==> config.mk <==
export PLATFORM = sky130hd
export DESIGN_NAME = mem_arbiter_flat
export DESIGN_NICKNAME = d
export VERILOG_FILES = /design/src/rtl/mem_arbiter_if.sv /design/src/rtl/mem_arbiter.sv /design/src/flat_wrapper.sv
export SDC_FILE = /design/constraint.sdc
export NUM_CORES = 1
export LEC_CHECK = 0
export ABC_AREA = 1
export ABC_CLOCK_PERIOD_IN_PS = 2500
export BUFFER_PORTS_ARGS = -buffer_cell sky130_fd_sc_hd__buf_4
export CAP_MARGIN = 20
export CELL_PAD_IN_SITES_DETAIL_PLACEMENT = 1
export CELL_PAD_IN_SITES_GLOBAL_PLACEMENT = 1
export CORE_ASPECT_RATIO = 1.2
export CORE_UTILIZATION = 35
export CTS_CLUSTER_DIAMETER = 30
export DETAILED_ROUTE_END_ITERATION = 10
export GPL_TIMING_DRIVEN = 0
export PLACE_DENSITY_LB_ADDON = 0.1
export SKIP_CTS_REPAIR_TIMING = 1
export SYNTH_ARGS = -nofsm -noshare
export SYNTH_HDL_FRONTEND = slang
export SYNTH_SLANG_ARGS = --single-unit
==> constraint.sdc <==
create_clock -name clk_in -period 2.5 [get_ports clk_in]
set_input_delay 0.125 -clock clk_in [delete_from_list [all_inputs] [get_ports clk_in]]
set_output_delay 0.125 -clock clk_in [all_outputs]
set_load 0.05 [all_outputs]
==> src/rtl/mem_arbiter_if.sv <==
// Requester and memory-bus bundle for mem_arbiter.
// The arbiter takes the slave view; requesters and the memory model take the master view.
interface mem_arbiter_if #(
  parameter int NUM_CH = 2,
  parameter int CH_W   = 1
);
  // Requester side: per-channel request fields packed channel-major.
  logic [NUM_CH-1:0]    req_valid;
  logic [NUM_CH-1:0]    req_wr;
  logic [2*NUM_CH-1:0]  req_len;
  logic [32*NUM_CH-1:0] req_addr;
  logic [32*NUM_CH-1:0] req_wdata;
  logic                 resp_valid;
  logic [CH_W-1:0]      resp_ch;
  logic [31:0]          resp_data;
  logic                 busy;

  // Byte-wide main-memory bus.
  logic [7:0]           mem_din;
  logic [7:0]           mem_dout;
  logic [31:0]          mem_a;
  logic                 mem_wr;
  logic                 io_buffer_full;

  modport slave (
    input  req_valid, req_wr, req_len, req_addr, req_wdata, mem_din, io_buffer_full,
    output resp_valid, resp_ch, resp_data, busy, mem_dout, mem_a, mem_wr
  );

  modport master (
    output req_valid, req_wr, req_len, req_addr, req_wdata, mem_din, io_buffer_full,
    input  resp_valid, resp_ch, resp_data, busy, mem_dout, mem_a, mem_wr
  );
endinterface

==> src/rtl/mem_arbiter.sv <==
// N-channel round-robin arbiter that serialises 1/2/4-byte reads and writes
// into byte beats on the main-memory bus. Writes to the I/O window stall while
// the UART buffer is full; flush aborts speculative reads of masked channels.
module mem_arbiter #(
  parameter int                NUM_CH     = 2,
  parameter int                CH_W       = 1,
  parameter logic [NUM_CH-1:0] FLUSH_MASK = '1
) (
  input  logic         clk_in,
  input  logic         rst_in,
  input  logic         rdy_in,
  input  logic         flush,
  mem_arbiter_if.slave bus
);

  typedef enum logic [1:0] {ST_IDLE, ST_READ, ST_WRITE, ST_DONE} state_t;

  state_t            state_q, state_d;
  logic [CH_W-1:0]   rr_ptr_q, rr_ptr_d;
  logic [CH_W-1:0]   ch_q, ch_d;
  logic [2:0]        len_q, len_d;        // transfer length in bytes (1, 2 or 4)
  logic              io_q, io_d;          // target lies in the I/O window
  logic [31:0]       wdata_q, wdata_d;    // shifts down one byte per write beat
  logic [2:0]        beat_q, beat_d;
  logic [31:0]       rdata_q, rdata_d;
  logic [31:0]       mem_a_q, mem_a_d;
  logic [7:0]        mem_dout_q, mem_dout_d;
  logic              mem_wr_q, mem_wr_d;
  logic              resp_valid_q, resp_valid_d;
  logic [CH_W-1:0]   resp_ch_q, resp_ch_d;
  logic [31:0]       resp_data_q, resp_data_d;
  logic              busy_q, busy_d;

  logic [1:0]        ch_len   [NUM_CH];
  logic [31:0]       ch_addr  [NUM_CH];
  logic [31:0]       ch_wdata [NUM_CH];
  logic [NUM_CH-1:0] eligible;
  logic [NUM_CH-1:0] hi_mask;
  logic              grant_found;
  logic [CH_W-1:0]   grant_ch;
  logic              grant_io;
  logic [3:0]        cap_lane;

  function automatic logic [2:0] len_bytes(input logic [1:0] code);
    case (code)
      2'b00:   return 3'd1;
      2'b01:   return 3'd2;
      default: return 3'd4;   // 11 is reserved and behaves as a word
    endcase
  endfunction

  // Unpack channel fields; a read from a flush-masked channel cannot win in a flush cycle.
  genvar gi;
  for (gi = 0; gi < NUM_CH; gi++) begin : g_ch
    assign ch_len[gi]   = bus.req_len[2*gi +: 2];
    assign ch_addr[gi]  = bus.req_addr[32*gi +: 32];
    assign ch_wdata[gi] = bus.req_wdata[32*gi +: 32];
    assign eligible[gi] = bus.req_valid[gi] &&
                          !(flush && FLUSH_MASK[gi] && !bus.req_wr[gi]);
    // Channels at or above the round-robin pointer are scanned first.
    assign hi_mask[gi]  = eligible[gi] && (CH_W'(gi) >= rr_ptr_q);
  end

  // Read byte lane k-1 is captured on beat k.
  for (gi = 0; gi < 4; gi++) begin : g_lane
    assign cap_lane[gi] = (beat_q == 3'(gi + 1));
  end

  // Round-robin pick: lowest eligible index at/after rr_ptr, else lowest overall.
  always_comb begin
    grant_found = |eligible;
    grant_ch    = '0;
    for (int c = NUM_CH - 1; c >= 0; c--) begin
      if (eligible[c]) grant_ch = CH_W'(c);
    end
    if (|hi_mask) begin
      for (int c = NUM_CH - 1; c >= 0; c--) begin
        if (hi_mask[c]) grant_ch = CH_W'(c);
      end
    end
    grant_io = (ch_addr[grant_ch][17:16] == 2'b11);
  end

  // State register and registered outputs.
  always_ff @(posedge clk_in) begin
    if (rst_in) begin
      state_q      <= ST_IDLE;
      rr_ptr_q     <= '0;
      ch_q         <= '0;
      len_q        <= 3'd1;
      io_q         <= 1'b0;
      wdata_q      <= '0;
      beat_q       <= '0;
      rdata_q      <= '0;
      mem_a_q      <= '0;
      mem_dout_q   <= '0;
      mem_wr_q     <= 1'b0;
      resp_valid_q <= 1'b0;
      resp_ch_q    <= '0;
      resp_data_q  <= '0;
      busy_q       <= 1'b0;
    end else begin
      state_q      <= state_d;
      rr_ptr_q     <= rr_ptr_d;
      ch_q         <= ch_d;
      len_q        <= len_d;
      io_q         <= io_d;
      wdata_q      <= wdata_d;
      beat_q       <= beat_d;
      rdata_q      <= rdata_d;
      mem_a_q      <= mem_a_d;
      mem_dout_q   <= mem_dout_d;
      mem_wr_q     <= mem_wr_d;
      resp_valid_q <= resp_valid_d;
      resp_ch_q    <= resp_ch_d;
      resp_data_q  <= resp_data_d;
      busy_q       <= busy_d;
    end
  end

  // Next-state and next-output logic; rdy_in low holds everything.
  always_comb begin
    state_d      = state_q;
    rr_ptr_d     = rr_ptr_q;
    ch_d         = ch_q;
    len_d        = len_q;
    io_d         = io_q;
    wdata_d      = wdata_q;
    beat_d       = beat_q;
    rdata_d      = rdata_q;
    mem_a_d      = mem_a_q;
    mem_dout_d   = mem_dout_q;
    mem_wr_d     = mem_wr_q;
    resp_valid_d = resp_valid_q;
    resp_ch_d    = resp_ch_q;
    resp_data_d  = resp_data_q;

    if (rdy_in) begin
      mem_wr_d     = 1'b0;
      resp_valid_d = 1'b0;
      case (state_q)
        ST_IDLE: begin
          if (grant_found) begin
            ch_d    = grant_ch;
            rr_ptr_d = (grant_ch == CH_W'(NUM_CH - 1)) ? '0 : grant_ch + 1'b1;
            len_d   = len_bytes(ch_len[grant_ch]);
            io_d    = grant_io;
            wdata_d = ch_wdata[grant_ch];
            beat_d  = '0;
            rdata_d = '0;
            mem_a_d = ch_addr[grant_ch];
            if (bus.req_wr[grant_ch]) begin
              state_d    = ST_WRITE;
              mem_dout_d = ch_wdata[grant_ch][7:0];
              mem_wr_d   = !(grant_io && bus.io_buffer_full);
            end else begin
              state_d = ST_READ;
            end
          end
        end
        ST_READ: begin
          if (flush && FLUSH_MASK[ch_q]) begin
            state_d = ST_IDLE;
          end else begin
            for (int b = 0; b < 4; b++) begin
              if (cap_lane[b]) rdata_d[8*b +: 8] = bus.mem_din;
            end
            if (beat_q == len_q) begin
              state_d      = ST_DONE;
              resp_valid_d = 1'b1;
              resp_ch_d    = ch_q;
              resp_data_d  = rdata_d;
            end else begin
              beat_d = beat_q + 3'd1;
              if (beat_q + 3'd1 < len_q) mem_a_d = mem_a_q + 32'd1;
            end
          end
        end
        ST_WRITE: begin
          // mem_wr_q high means the current beat is being written this cycle;
          // low means it is parked on a full I/O buffer and is retried.
          if (mem_wr_q) begin
            if (beat_q == len_q - 3'd1) begin
              state_d      = ST_DONE;
              resp_valid_d = 1'b1;
              resp_ch_d    = ch_q;
              resp_data_d  = '0;
            end else begin
              beat_d     = beat_q + 3'd1;
              mem_a_d    = mem_a_q + 32'd1;
              wdata_d    = wdata_q >> 8;
              mem_dout_d = wdata_q[15:8];
              mem_wr_d   = !(io_q && bus.io_buffer_full);
            end
          end else begin
            mem_wr_d = !(io_q && bus.io_buffer_full);
          end
        end
        ST_DONE: begin
          state_d = ST_IDLE;
        end
        default: begin
          state_d = ST_IDLE;
        end
      endcase
    end

    busy_d = (state_d != ST_IDLE);
  end

  assign bus.resp_valid = resp_valid_q;
  assign bus.resp_ch    = resp_ch_q;
  assign bus.resp_data  = resp_data_q;
  assign bus.busy       = busy_q;
  assign bus.mem_a      = mem_a_q;
  assign bus.mem_dout   = mem_dout_q;
  // A frozen cycle must never write, even mid-beat, so the strobe is gated by rdy_in.
  assign bus.mem_wr     = mem_wr_q & rdy_in;

endmodule

==> src/flat_wrapper.sv <==
// flat-port wrapper written by rule: the top's interface ports become plain ports
module mem_arbiter_flat 
#(
  parameter int                NUM_CH     = 2,
  parameter int                CH_W       = 1,
  parameter logic [NUM_CH-1:0] FLUSH_MASK = '1
)
  (clk_in, rst_in, rdy_in, flush, bus_req_valid, bus_req_wr, bus_req_len, bus_req_addr, bus_req_wdata, bus_mem_din, bus_io_buffer_full, bus_resp_valid, bus_resp_ch, bus_resp_data, bus_busy, bus_mem_dout, bus_mem_a, bus_mem_wr);
  mem_arbiter_if #(.NUM_CH(NUM_CH), .CH_W(CH_W)) bus_i ();
  input  logic clk_in;
  input  logic rst_in;
  input  logic rdy_in;
  input  logic flush;
  input wire logic [$bits(bus_i.req_valid)-1:0] bus_req_valid;
  input wire logic [$bits(bus_i.req_wr)-1:0] bus_req_wr;
  input wire logic [$bits(bus_i.req_len)-1:0] bus_req_len;
  input wire logic [$bits(bus_i.req_addr)-1:0] bus_req_addr;
  input wire logic [$bits(bus_i.req_wdata)-1:0] bus_req_wdata;
  input wire logic [$bits(bus_i.mem_din)-1:0] bus_mem_din;
  input wire logic [$bits(bus_i.io_buffer_full)-1:0] bus_io_buffer_full;
  output wire logic [$bits(bus_i.resp_valid)-1:0] bus_resp_valid;
  output wire logic [$bits(bus_i.resp_ch)-1:0] bus_resp_ch;
  output wire logic [$bits(bus_i.resp_data)-1:0] bus_resp_data;
  output wire logic [$bits(bus_i.busy)-1:0] bus_busy;
  output wire logic [$bits(bus_i.mem_dout)-1:0] bus_mem_dout;
  output wire logic [$bits(bus_i.mem_a)-1:0] bus_mem_a;
  output wire logic [$bits(bus_i.mem_wr)-1:0] bus_mem_wr;
  assign bus_i.req_valid = bus_req_valid;
  assign bus_i.req_wr = bus_req_wr;
  assign bus_i.req_len = bus_req_len;
  assign bus_i.req_addr = bus_req_addr;
  assign bus_i.req_wdata = bus_req_wdata;
  assign bus_i.mem_din = bus_mem_din;
  assign bus_i.io_buffer_full = bus_io_buffer_full;
  assign bus_resp_valid = bus_i.resp_valid;
  assign bus_resp_ch = bus_i.resp_ch;
  assign bus_resp_data = bus_i.resp_data;
  assign bus_busy = bus_i.busy;
  assign bus_mem_dout = bus_i.mem_dout;
  assign bus_mem_a = bus_i.mem_a;
  assign bus_mem_wr = bus_i.mem_wr;
  mem_arbiter #(.NUM_CH(NUM_CH), .CH_W(CH_W), .FLUSH_MASK(FLUSH_MASK)) u_core (.clk_in(clk_in), .rst_in(rst_in), .rdy_in(rdy_in), .flush(flush), .bus(bus_i));
endmodule
; ---- Word level (Yosys, flattened, before mapping)
; Index checks and enable logic that the tools add are counted.
[word_totals]
ff_bits = 151
in_bits = 149
out_inout_bits = 76
elab_cells = 154
[classes]
addsub = 4
n_lt_le_gt_ge = 6
eq_ne = 20
mux = 76
bitwise = 2
n_reduce_logical = 31
[ops]
columns = cell, n
row1 = $mux 32, 21
row2 = $pmux 32 s2, 3
row3 = $pmux 32 s3, 1
row4 = $mux 8, 8
row5 = $add 32x1->32 const B, 1
row6 = $mux 1, 21
row7 = $mux 2, 10
row8 = $pmux 8 s2, 1
row9 = $mux 3, 5
row10 = $ne 2x1->1 const B, 6
row11 = $reduce_and 6->1, 2
row12 = $logic_and 1x1->1, 9
row13 = $pmux 3 s3, 1
row14 = $pmux 2 s4, 1
row15 = $reduce_and 8->1, 1
row16 = $reduce_bool 2->1, 4
row17 = $reduce_and 7->1, 1
row18 = $eq 2x2->1 const B, 3
row19 = $eq 3x2->1 const B, 2
row20 = $eq 3x3->1, 2
row21 = $logic_not 1->1, 6
row22 = $ne 2x2->1 const B, 3
row23 = $pmux 1 s2, 3
row24 = $pmux 3 s2, 1
row25 = other kinds (18), 23

; ---- Logic depth before layout (Yosys ltp)
; Gate-level depths: netlist of the first run.
[logic_depth]
word_depth = 19
mapped_depth = 14
depth_no_buf = 12

; ---- Least setup slack after synthesis of the first run
; Ideal clock, no wire load.
[synth_path]
kind = register -> register
start = register u_core.beat_q[1]
end = register u_core.mem_a_q[26], in the netlist u_core.bus.mem_a[26]
setup_time_ns = 0.116
arrival_time_ns = 2.010
t_required_ns = 2.384
setup_slack_ns = 0.374
stages_incl_launch_ff = 15
n_path_buf = 2
synth_period_minus_slack_ns = 2.126
path_cell_list = dfxtp_1 -> ha_1 -> ha_1 -> inv_1 -> ha_1 -> a21oi_1 -> o21ai_0 -> nand2_1 -> nand3_1 -> nor2_2 -> buf_6 -> buf_6 -> nand2_1 -> nor2_1 -> nor2_1
[synth_via]
elab_chain_cells = 4
elab_cells_between_ends = 8
cone_classes = add/sub (1) / order compare (1) / eq/ne (5) / reduce/logical (1)
[synth_lines]
columns = item, line
row1 = from (decl), mem_arbiter.sv:24  ; logic [2:0] beat_q, beat_d;
row2 = from (signal assigned), mem_arbiter.sv:109  ; beat_q <= beat_d;
row3 = $add 3x1->3, mem_arbiter.sv:175  ; if (beat_q + 3'd1 < len_q) mem_a_d = mem_a_q + 32'd1;
row4 = $lt 3x3->1, mem_arbiter.sv:175
row5 = $ne 2x1->1 (no source line), --
row6 = $reduce_and 8->1 (no source line) *, --
row7 = to (signal assigned), mem_arbiter.sv:111  ; mem_a_q <= mem_a_d;
row8 = to (decl), mem_arbiter.sv:26  ; logic [31:0] mem_a_q, mem_a_d;
; Mark *: on every way between the ends. The rest lies on a longest branch, timed or not.
; A chain may end at the register's enable or synchronous reset.

; ---- Worst setup path in the final report of the first run
[layout_path]
start = register u_core.beat_q[0]
end = register u_core.mem_a_q[29], in the netlist u_core.bus.mem_a[29]
; Same word-level chain as after synthesis.

==> impl_metrics.csv, run 1 <==
group,metric,value,unit
die,start_util,35.7,%
final_layout,layout_commonest_cell,"nand2_1",
placement,placed_cell_area,0.0106,sq mm
worst_hold_path,holdCritPathClass,"in -> reg",
power_and_ir_drop,p_seq_share,33.6,%
power_and_ir_drop,power.internal,5.10,mW
flow_run,cap_viol_max_count,0,
power_and_ir_drop,swShare,38.6,%
logic_synthesis,synth-seq-area-share,33.4,%
placement,place_congestion,0.879,
worst_hold_path,hold-path-cell-count,4,
power_and_ir_drop,clkPwrFrac,33.4,%
final_layout,final_util,47.2,%
logic_synthesis,synth-xor-area-share,0.307,%
power_and_ir_drop,total_power,8.30,mW
global_routing,antenna_found_initial,1,
placement,dp_cells,1968,
detailed_routing,drt-wirelength-per-cell,17.2,um
logic_synthesis,synthFlopType,"dfxtp_1",
timing,tns,0,ns
worst_setup_path,crit_fanout,10,
global_routing,grt_use_total,27.8,%
clock_network,cts_buffers,17,
clock_network,cts_tree,"yes",
worst_setup_path,worstSetupEndpointType,"flip-flop",
final_layout,final_cell_mix,"nand2_1 (344), nor2_1 (333), buf_4 (228)",
placement,dpl.hpwl,26.8,mm
timing,worst_pin_slew,0.737,ns
die,core-area,0.0240,sq mm
clock_network,insertion_delay,0.43,ns
logic_synthesis,synth_nets,1588,
logic_synthesis,yosys_warnings,0,
global_routing,grt_pass1_vias,10300,
placement,pre_cts_ws,-0.0729,ns
detailed_routing,wl,34.4,mm
worst_setup_path,arrival,2.76,ns
final_layout,final_layout_size_suffix_gt1_share,18.8,%
die,rows,62,
final_layout,area_growth_syn_to_layout,32.0,%
die,die_y,173,um
logic_synthesis,synth-compound-area-share,17.8,%
detailed_routing,dr.pass1.iters,5,
logic_synthesis,syn_area,0.00857,sq mm
placement,numPortBuffers,223,
clock_network,clock_sinks,143,
die,fp.dieW,145,um
clock_network,htree_levels,4,
logic_synthesis,ys_seq_elements,143,
final_layout,layout.nets,1832,
logic_synthesis,synth_top_family_by_area,"simple AND/OR/NAND/NOR gates",
detailed_routing,ant_nets,0,
logic_synthesis,async_flop_share,0,%
power_and_ir_drop,power.density,734,mW/mm^2
timing,whs,0.0282,ns
detailed_routing,drt_iter0_markers,417,
logic_synthesis,synthMuxAreaShare,0,%
worst_setup_path,crit_type,"reg -> reg",
die,die_area,0.0251,sq mm
global_routing,grt_max_degree,17,
logic_synthesis,syn_inst,1425,
timing,fmax,0.410,GHz
worst_setup_path,cp.required,2.83,ns
clock_network,clk_pin_slew,0.07,ns
detailed_routing,drc,0,
clock_network,cts_buffer_depth,2,
power_and_ir_drop,ir_drop,428,uV
worst_setup_path,worstRegToRegCells,14,
die,io_pins,225,
final_layout,n_antenna_cell,0,
worst_setup_path,critPathLaunchType,"flip-flop",
timing,period_share,97.5,%
power_and_ir_drop,power_frac_comb,33.0,%
logic_synthesis,synth-simple-area-share,37.4,%
logic_synthesis,synth-edff-count,0,
timing,slew_violations,0,
clock_network,clock-root-buffer,"clkbuf_16",
logic_synthesis,ys_types,36,
final_layout,final_cell_area,0.0113,sq mm
logic_synthesis,avgSynthCellArea,6.01,sq um
timing,clock_skew,0.0111,ns
timing,worst_slack,0.0615,ns
status,outcome,"complete, no violations",
timing,hold_viol,0,
final_layout,instances_no_fill,2002,
power_and_ir_drop,switchingPower,3.20,mW
global_routing,grt_overflow,0,
detailed_routing,drt-vias-per-instance,5.09,
power_and_ir_drop,leakage,5.16,nW
logic_synthesis,synthAdderAreaFrac,2.04,%
timing,min_period,2.44,ns
detailed_routing,vias,10200,
timing,max_slew_margin,50.9,%
timing,setup-violations-final,0,
global_routing,grt_pass1_wl,53.8,mm
cells by family (layout without fill, tap and decap cells):
| logic type | count (synthesis) | count (layout) |
|---|---|---|
| xor gates and xnor gates | 3 | 3 |
| DFF | 143 | 143 |
| AOI/OAI and AO/OA | 296 | 296 |
| and+or+nand+nor | 782 | 782 |
| buffers and inverters | 187 | 444 |
| adders and majority gates | 14 | 14 |
routing by layer:
metal | share of wire (%) | global-route usage [%] | vias up
met5 | 0.035 | 0 | -
met3 | 5.3 | 5.66 | 60
met4 | 2.9 | 10.2 | 2
met2 | 51 | 50.6 | 269
met1 | 40 | 31.3 | 4775
li1 | - | - | 5080
final timing paths:
| check | from | end | slack, ns |
|---|---|---|---|
| setup / recovery | u_core.beat_q[0] | u_core.bus.mem_a[29] | 0.06 |
| hold / removal | bus_io_buffer_full | u_core.mem_wr_q | 0.03 |
| setup reg to reg | u_core.beat_q[0] | u_core.bus.mem_a[29] | 0.06 |
| hold reg to reg | u_core.rdata_q[3] | u_core.rdata_q[3] | 0.46 |
area by class of cell:
class / instances / area [sq um]
fillers: 3267 / 12700
multi-input cells: 1095 / 4940
flip-flops and latches: 143 / 2870
repair buffers: 226 / 1700
clock buffers: 19 / 453
well taps: 320 / 400
inverters: 103 / 390
plain buffers: 83 / 389
clock inverters: 13 / 174
power by group through the flow:
stage / Clock [mW] / Sequential [mW] / Combinational, mW
2_1_floorplan: 0 / 3.20 / 1.35
3_3_place_gp: 0 / 2.82 / 2.65
3_5_place_dp: 0 / 2.83 / 2.70
4_1_cts: 2.81 / 2.78 / 2.72
5_1_grt: 2.90 / 2.82 / 3.02
6_report: 2.77 / 2.79 / 2.74
synthesized netlist by cell type (2+ instances only):
cell type / instances / area, sq um
a21oi_1: 105 / 526
a31oi_1: 16 / 100
and2_1: 3 / 18.8
buf_1: 2 / 7.51
buf_2: 20 / 100
buf_4: 3 / 22.5
buf_6: 4 / 45.0
clkbuf_1: 53 / 199
clkbuf_2: 2 / 10.0
dfxtp_1: 143 / 2860
ha_1: 14 / 175
inv_1: 98 / 368
inv_2: 4 / 15.0
nand2_1: 344 / 1290
nand2_2: 5 / 31.3
nand3_1: 32 / 160
nand3_2: 3 / 30.0
nand3b_1: 14 / 105
nand4_1: 35 / 219
nor2_1: 333 / 1250
o211ai_1: 2 / 15.0
o21ai_0: 151 / 756
o21ai_1: 13 / 65.1
o22ai_1: 5 / 31.3
or2_2: 8 / 50.1
xor2_1: 3 / 26.3
critical path, cell delays in order, from the launching register on:
cell and delay, ns:
dfxtp_2 0.35, ha_1 0.20, ha_1 0.26, inv_1 0.05
ha_1 0.28, a21oi_1 0.15, o21ai_0 0.11, nand2_1 0.10
nand3_2 0.13, nor2_4 0.14, buf_6 0.15, buf_6 0.16
nand2_1 0.08, nor2_1 0.11, nor2_1 0.06
flip-flops by register name, indices dropped and copies added (netlist names), 2 cells and up:
| name | flops |
|---|---|
| u_core.bus.mem_a | 32 |
| u_core.bus.resp_data | 32 |
| u_core.rdata_q | 32 |
| u_core.wdata_q | 24 |
| u_core.bus.mem_dout | 8 |
| u_core.beat_q | 3 |
| u_core.len_q | 3 |
| u_core.state_q | 2 |
No activity file was read; power rests on OpenSTA's default activity.
==> inputs of run 2 (changes only) <==
Settings changed: CELL_PAD_IN_SITES_GLOBAL_PLACEMENT 1 to 2, CORE_UTILIZATION 35 to 27.
==> impl_metrics.csv, run 2 (synthesis results as in run 1) <==
group,metric,value,unit
status,outcome,"complete, no violations",
power_and_ir_drop,p_seq_share,33.3,%
worst_setup_path,crit_chain,"inv_1 > ha_1 > clkinvlp_4 > clkbuf_1 > a21oi_1 > o21ai_0 > o21ai_1 > nor2_1 > nor2_1",
die,core-area,0.0313,sq mm
clock_network,cts_tree,"yes",
die,start_util,27.4,%
clock_network,cts_buffer_depth,2,
final_layout,layout_commonest_cell,"nand2_1",
worst_setup_path,arrival,2.70,ns
timing,setup-violations-final,0,
power_and_ir_drop,power.internal,5.16,mW
timing,slew_violations,0,
power_and_ir_drop,power_frac_comb,32.6,%
power_and_ir_drop,leakage,5.16,nW
detailed_routing,drt-wirelength-per-cell,17.4,um
worst_setup_path,slowest_stage,"ha_1",
final_layout,final_layout_size_suffix_gt1_share,18.8,%
die,die_y,197,um
timing,min_period,2.32,ns
power_and_ir_drop,switchingPower,3.24,mW
worst_setup_path,crit_top_cell,"nor2_1",
global_routing,grt_pass1_wl,57.0,mm
worst_setup_path,crit_type,"reg -> reg",
worst_hold_path,holdCritPathClass,"in -> reg",
clock_network,htree_levels,4,
placement,place_congestion,0.805,
power_and_ir_drop,clkPwrFrac,34.1,%
global_routing,grt_pass1_vias,10300,
global_routing,grt_overflow,0,
worst_setup_path,cp.required,2.88,ns
detailed_routing,drc,0,
timing,clock_skew,0.0110,ns
global_routing,grt_max_degree,17,
worst_setup_path,worstSetupEndpointType,"flip-flop",
final_layout,layout.nets,1830,
worst_setup_path,crit_fanout,10,
detailed_routing,drt-vias-per-instance,4.77,
die,io_pins,225,
flow_run,cap_viol_max_count,0,
timing,rsz0062_at_grt,"yes",
global_routing,grt_use_total,23.1,%
clock_network,cts_buffers,17,
detailed_routing,ant_nets,0,
final_layout,final_cell_mix,"nand2_1 (344), nor2_1 (333), buf_4 (227)",
timing,max_slew_margin,48.9,%
worst_setup_path,critPathMaxStageDelay,0.54,ns
power_and_ir_drop,ir_drop,288,uV
power_and_ir_drop,power.density,735,mW/mm^2
timing,fmax,0.431,GHz
die,fp.dieW,165,um
global_routing,antenna_found_initial,3,
die,die_area,0.0324,sq mm
final_layout,area_growth_syn_to_layout,33.5,%
final_layout,final_util,36.6,%
timing,period_share,92.8,%
placement,numPortBuffers,223,
power_and_ir_drop,swShare,38.5,%
detailed_routing,wl,36.3,mm
placement,dpl.hpwl,28.8,mm
die,rows,71,
timing,worst_pin_slew,0.767,ns
detailed_routing,vias,9932,
timing,hold_viol,0,
clock_network,clock-root-buffer,"clkbuf_16",
clock_network,clock_sinks,143,
worst_setup_path,critPathLaunchType,"flip-flop",
power_and_ir_drop,total_power,8.40,mW
detailed_routing,dr.pass1.iters,5,
clock_network,clk_pin_slew,0.06,ns
detailed_routing,drt_iter0_markers,352,
clock_network,insertion_delay,0.45,ns
## run 2: layout make-up
cell class | count | area [sq um]
diodes | 2 | 5.00
well taps | 401 | 502
inverters | 103 | 390
fillers | 4144 | 19800
clock inverters | 14 | 205
multi-input cells | 1095 | 4950
plain buffers | 83 | 393
repair buffers | 224 | 1680
clock buffers | 18 | 439
flip-flops and latches | 143 | 2870
## run 2: worst paths after layout
kind / slack [ns] / endpoint / cells after the start / from
min: 0.02 / u_core.mem_wr_q / 4 / bus_io_buffer_full
min reg2reg: 0.46 / u_core.rdata_q[12] / 2 / u_core.rdata_q[12]
max reg2reg: 0.18 / u_core.bus.mem_a[7] / 9 / u_core.state_q[0]
max: 0.18 / u_core.bus.mem_a[7] / 9 / u_core.state_q[0]
## run 2: metal layers
metal	vias up	routed length [um]	global-route usage, %
met4	0	829	7.85
met1	4637	15500	26.2
met5	-	0	0
li1	5068	-	-
met3	44	1600	5.10
met2	183	18400	41.9
## run 2: power by group through the flow
stage	combinational (mW)	clock, mW	sequential (mW)
6_report	2.74	2.87	2.80
5_1_grt	3.06	3.01	2.83
4_1_cts	2.75	2.93	2.80
3_5_place_dp	2.74	0	2.85
3_3_place_gp	2.71	0	2.84
2_1_floorplan	1.35	0	3.20
## run 2: through the flow
step                      cell area [sq um]  TNS (ns)  setup slack [ns]  hold slack (ns)  instances
after detailed placement              10700     -1.02            -0.154            0.448       2049
after floorplan                        8570         0             0.374            0.328       1425
after CTS                             11400     -1.27            -0.169         -0.00259       2081
after global placement                10700    -0.446            -0.136            0.439       2049
after global routing                  11400  -0.00368          -0.00311           0.0324       2081
final                                 11400         0             0.180           0.0206       2083
## run 2: worst max-delay path, delay by kind of cell (launching register included)
kind | cells | cell delay (ns)
and+or+nand+nor | 2 | 0.17
buffers and inverters | 3 | 0.76
AOI/OAI and AO/OA | 3 | 0.41
DFF | 1 | 0.38
adders and majority gates | 1 | 0.54
==> inputs of run 3 (changes only) <==
Settings changed: CORE_ASPECT_RATIO 1.2 to default.
==> impl_metrics.csv, run 3 (synthesis results as in run 1) <==
group,metric,value,unit
timing,max_slew_margin,50.8,%
global_routing,grt_overflow,0,
status,outcome,"complete, no violations",
global_routing,grt_use_total,22.5,%
die,core-area,0.0309,sq mm
worst_setup_path,r2r-start,"u_core.state_q[0]",
worst_hold_path,holdCritPathClass,"in -> reg",
timing,whs,0.0220,ns
timing,period_share,91.7,%
final_layout,instances_no_fill,2077,
final_layout,layout_commonest_cell,"nand2_1",
detailed_routing,vias,9957,
final_layout,final_util,36.9,%
placement,dp_cells,2044,
clock_network,htree_levels,4,
placement,dpl.hpwl,28.5,mm
detailed_routing,drt-vias-per-instance,4.79,
timing,tns,0,ns
timing,worst_slack,0.207,ns
die,fp.dieW,180,um
final_layout,final_cell_area,0.0114,sq mm
detailed_routing,wl,36.2,mm
timing,clock_skew,0.0144,ns
final_layout,nFillCells,4089,
global_routing,grt_max_degree,17,
power_and_ir_drop,total_power,8.28,mW
worst_setup_path,startpoint,"u_core.state_q[0]",
detailed_routing,ant_nets,0,
global_routing,grt_pass1_vias,10300,
final_layout,seq_area,0.00287,sq mm
clock_network,cts_buffers,17,
die,die_area,0.0324,sq mm
worst_setup_path,critPathLaunchType,"flip-flop",
timing,slew_violations,0,
worst_setup_path,worstSetupEndpointType,"flip-flop",
placement,place_congestion,0.822,
die,io_pins,225,
worst_hold_path,hp-start,"bus_io_buffer_full",
placement,placed_cell_area,0.0107,sq mm
timing,fmax,0.436,GHz
power_and_ir_drop,leakage,5.14,nW
clock_network,clock_sinks,143,
worst_setup_path,crit_type,"reg -> reg",
placement,numPortBuffers,223,
flow_run,cap_viol_max_count,0,
timing,rsz0062_at_grt,"no",
power_and_ir_drop,power.density,727,mW/mm^2
final_layout,multi_input_area,0.00494,sq mm
worst_setup_path,crit_fanout,10,
worst_setup_path,cp.required,2.88,ns
global_routing,antenna_found_initial,3,
detailed_routing,drc,0,
detailed_routing,dr.pass1.iters,4,
worst_setup_path,arrival,2.67,ns
timing,hold_viol,0,
die,rows,64,
placement,pre_cts_ws,-0.0353,ns
clock_network,cts_buffer_depth,2,
detailed_routing,drt-wirelength-per-cell,17.4,um
timing,min_period,2.29,ns
final_layout,final_layout_size_suffix_gt1_share,18.8,%
timing,setup-violations-final,0,
final_layout,final_cell_mix,"nand2_1 (344), nor2_1 (333), buf_4 (227)",
final_layout,area_growth_syn_to_layout,33.0,%
detailed_routing,drt_iter0_markers,315,
clock_network,insertion_delay,0.44,ns
timing,worst_pin_slew,0.739,ns
clock_network,cts_tree,"yes",
die,die_y,180,um
power_and_ir_drop,ir_drop,503,uV
final_layout,layout.nets,1830,
clock_network,clk_pin_slew,0.06,ns
die,start_util,27.7,%
global_routing,grt_pass1_wl,57.0,mm
clock_network,clock-root-buffer,"clkbuf_16",
## run 3: cell count changes in the layout (fill, tap and decap cells not counted), sizes merged
cell / delta
bufinv: -1
clkbuf: +3
clkinvlp: +1
inv: -4
## run 3: layout make-up
class / count / area share, %
multi-input cells: 1095 / 43.4
diodes: 2 / 0.0439
clock inverters: 10 / 1.18
well taps: 396 / 4.35
plain buffers: 83 / 3.50
flip-flops and latches: 143 / 25.1
clock buffers: 21 / 4.22
repair buffers: 224 / 14.8
inverters: 103 / 3.43
## run 3: final timing paths
check                                            to  slack (ns)  depth (start not counted)
worst max-delay path            u_core.bus.mem_a[9]        0.21                          8
worst min-delay path                u_core.mem_wr_q        0.02                          4
worst max register to register  u_core.bus.mem_a[9]        0.21                          8
worst min register to register   u_core.rdata_q[21]        0.45                          2
## run 3: routing by layer
| layer | GRT usage (%) | up-vias | part of all wire [%] |
|---|---|---|---|
| met3 | 5.40 | 32 | 5.2 |
| met4 | 5.88 | 2 | 1.7 |
| met2 | 39.5 | 190 | 48 |
| li1 | - | 5079 | - |
| met1 | 27.4 | 4654 | 45 |
| met5 | 0 | - | 0.047 |
## run 3: worst max-delay path, stage by stage, from the launching register on
cell and delay [ns]:
dfxtp_1 0.38, inv_1 0.12, ha_1 0.45, clkinvlp_4 0.23
clkbuf_1 0.42, o21ai_0 0.27, o22ai_1 0.21, nor2_1 0.06
nor2_1 0.09
## run 3: where the power goes
| group | internal [mW] | switching, mW | total (mW) |
|---|---|---|---|
| Sequential | 2.55 | 0.245 | 2.79 |
| Clock | 1.67 | 1.08 | 2.75 |
| Combinational | 0.901 | 1.84 | 2.74 |
| Total | 5.12 | 3.16 | 8.28 |
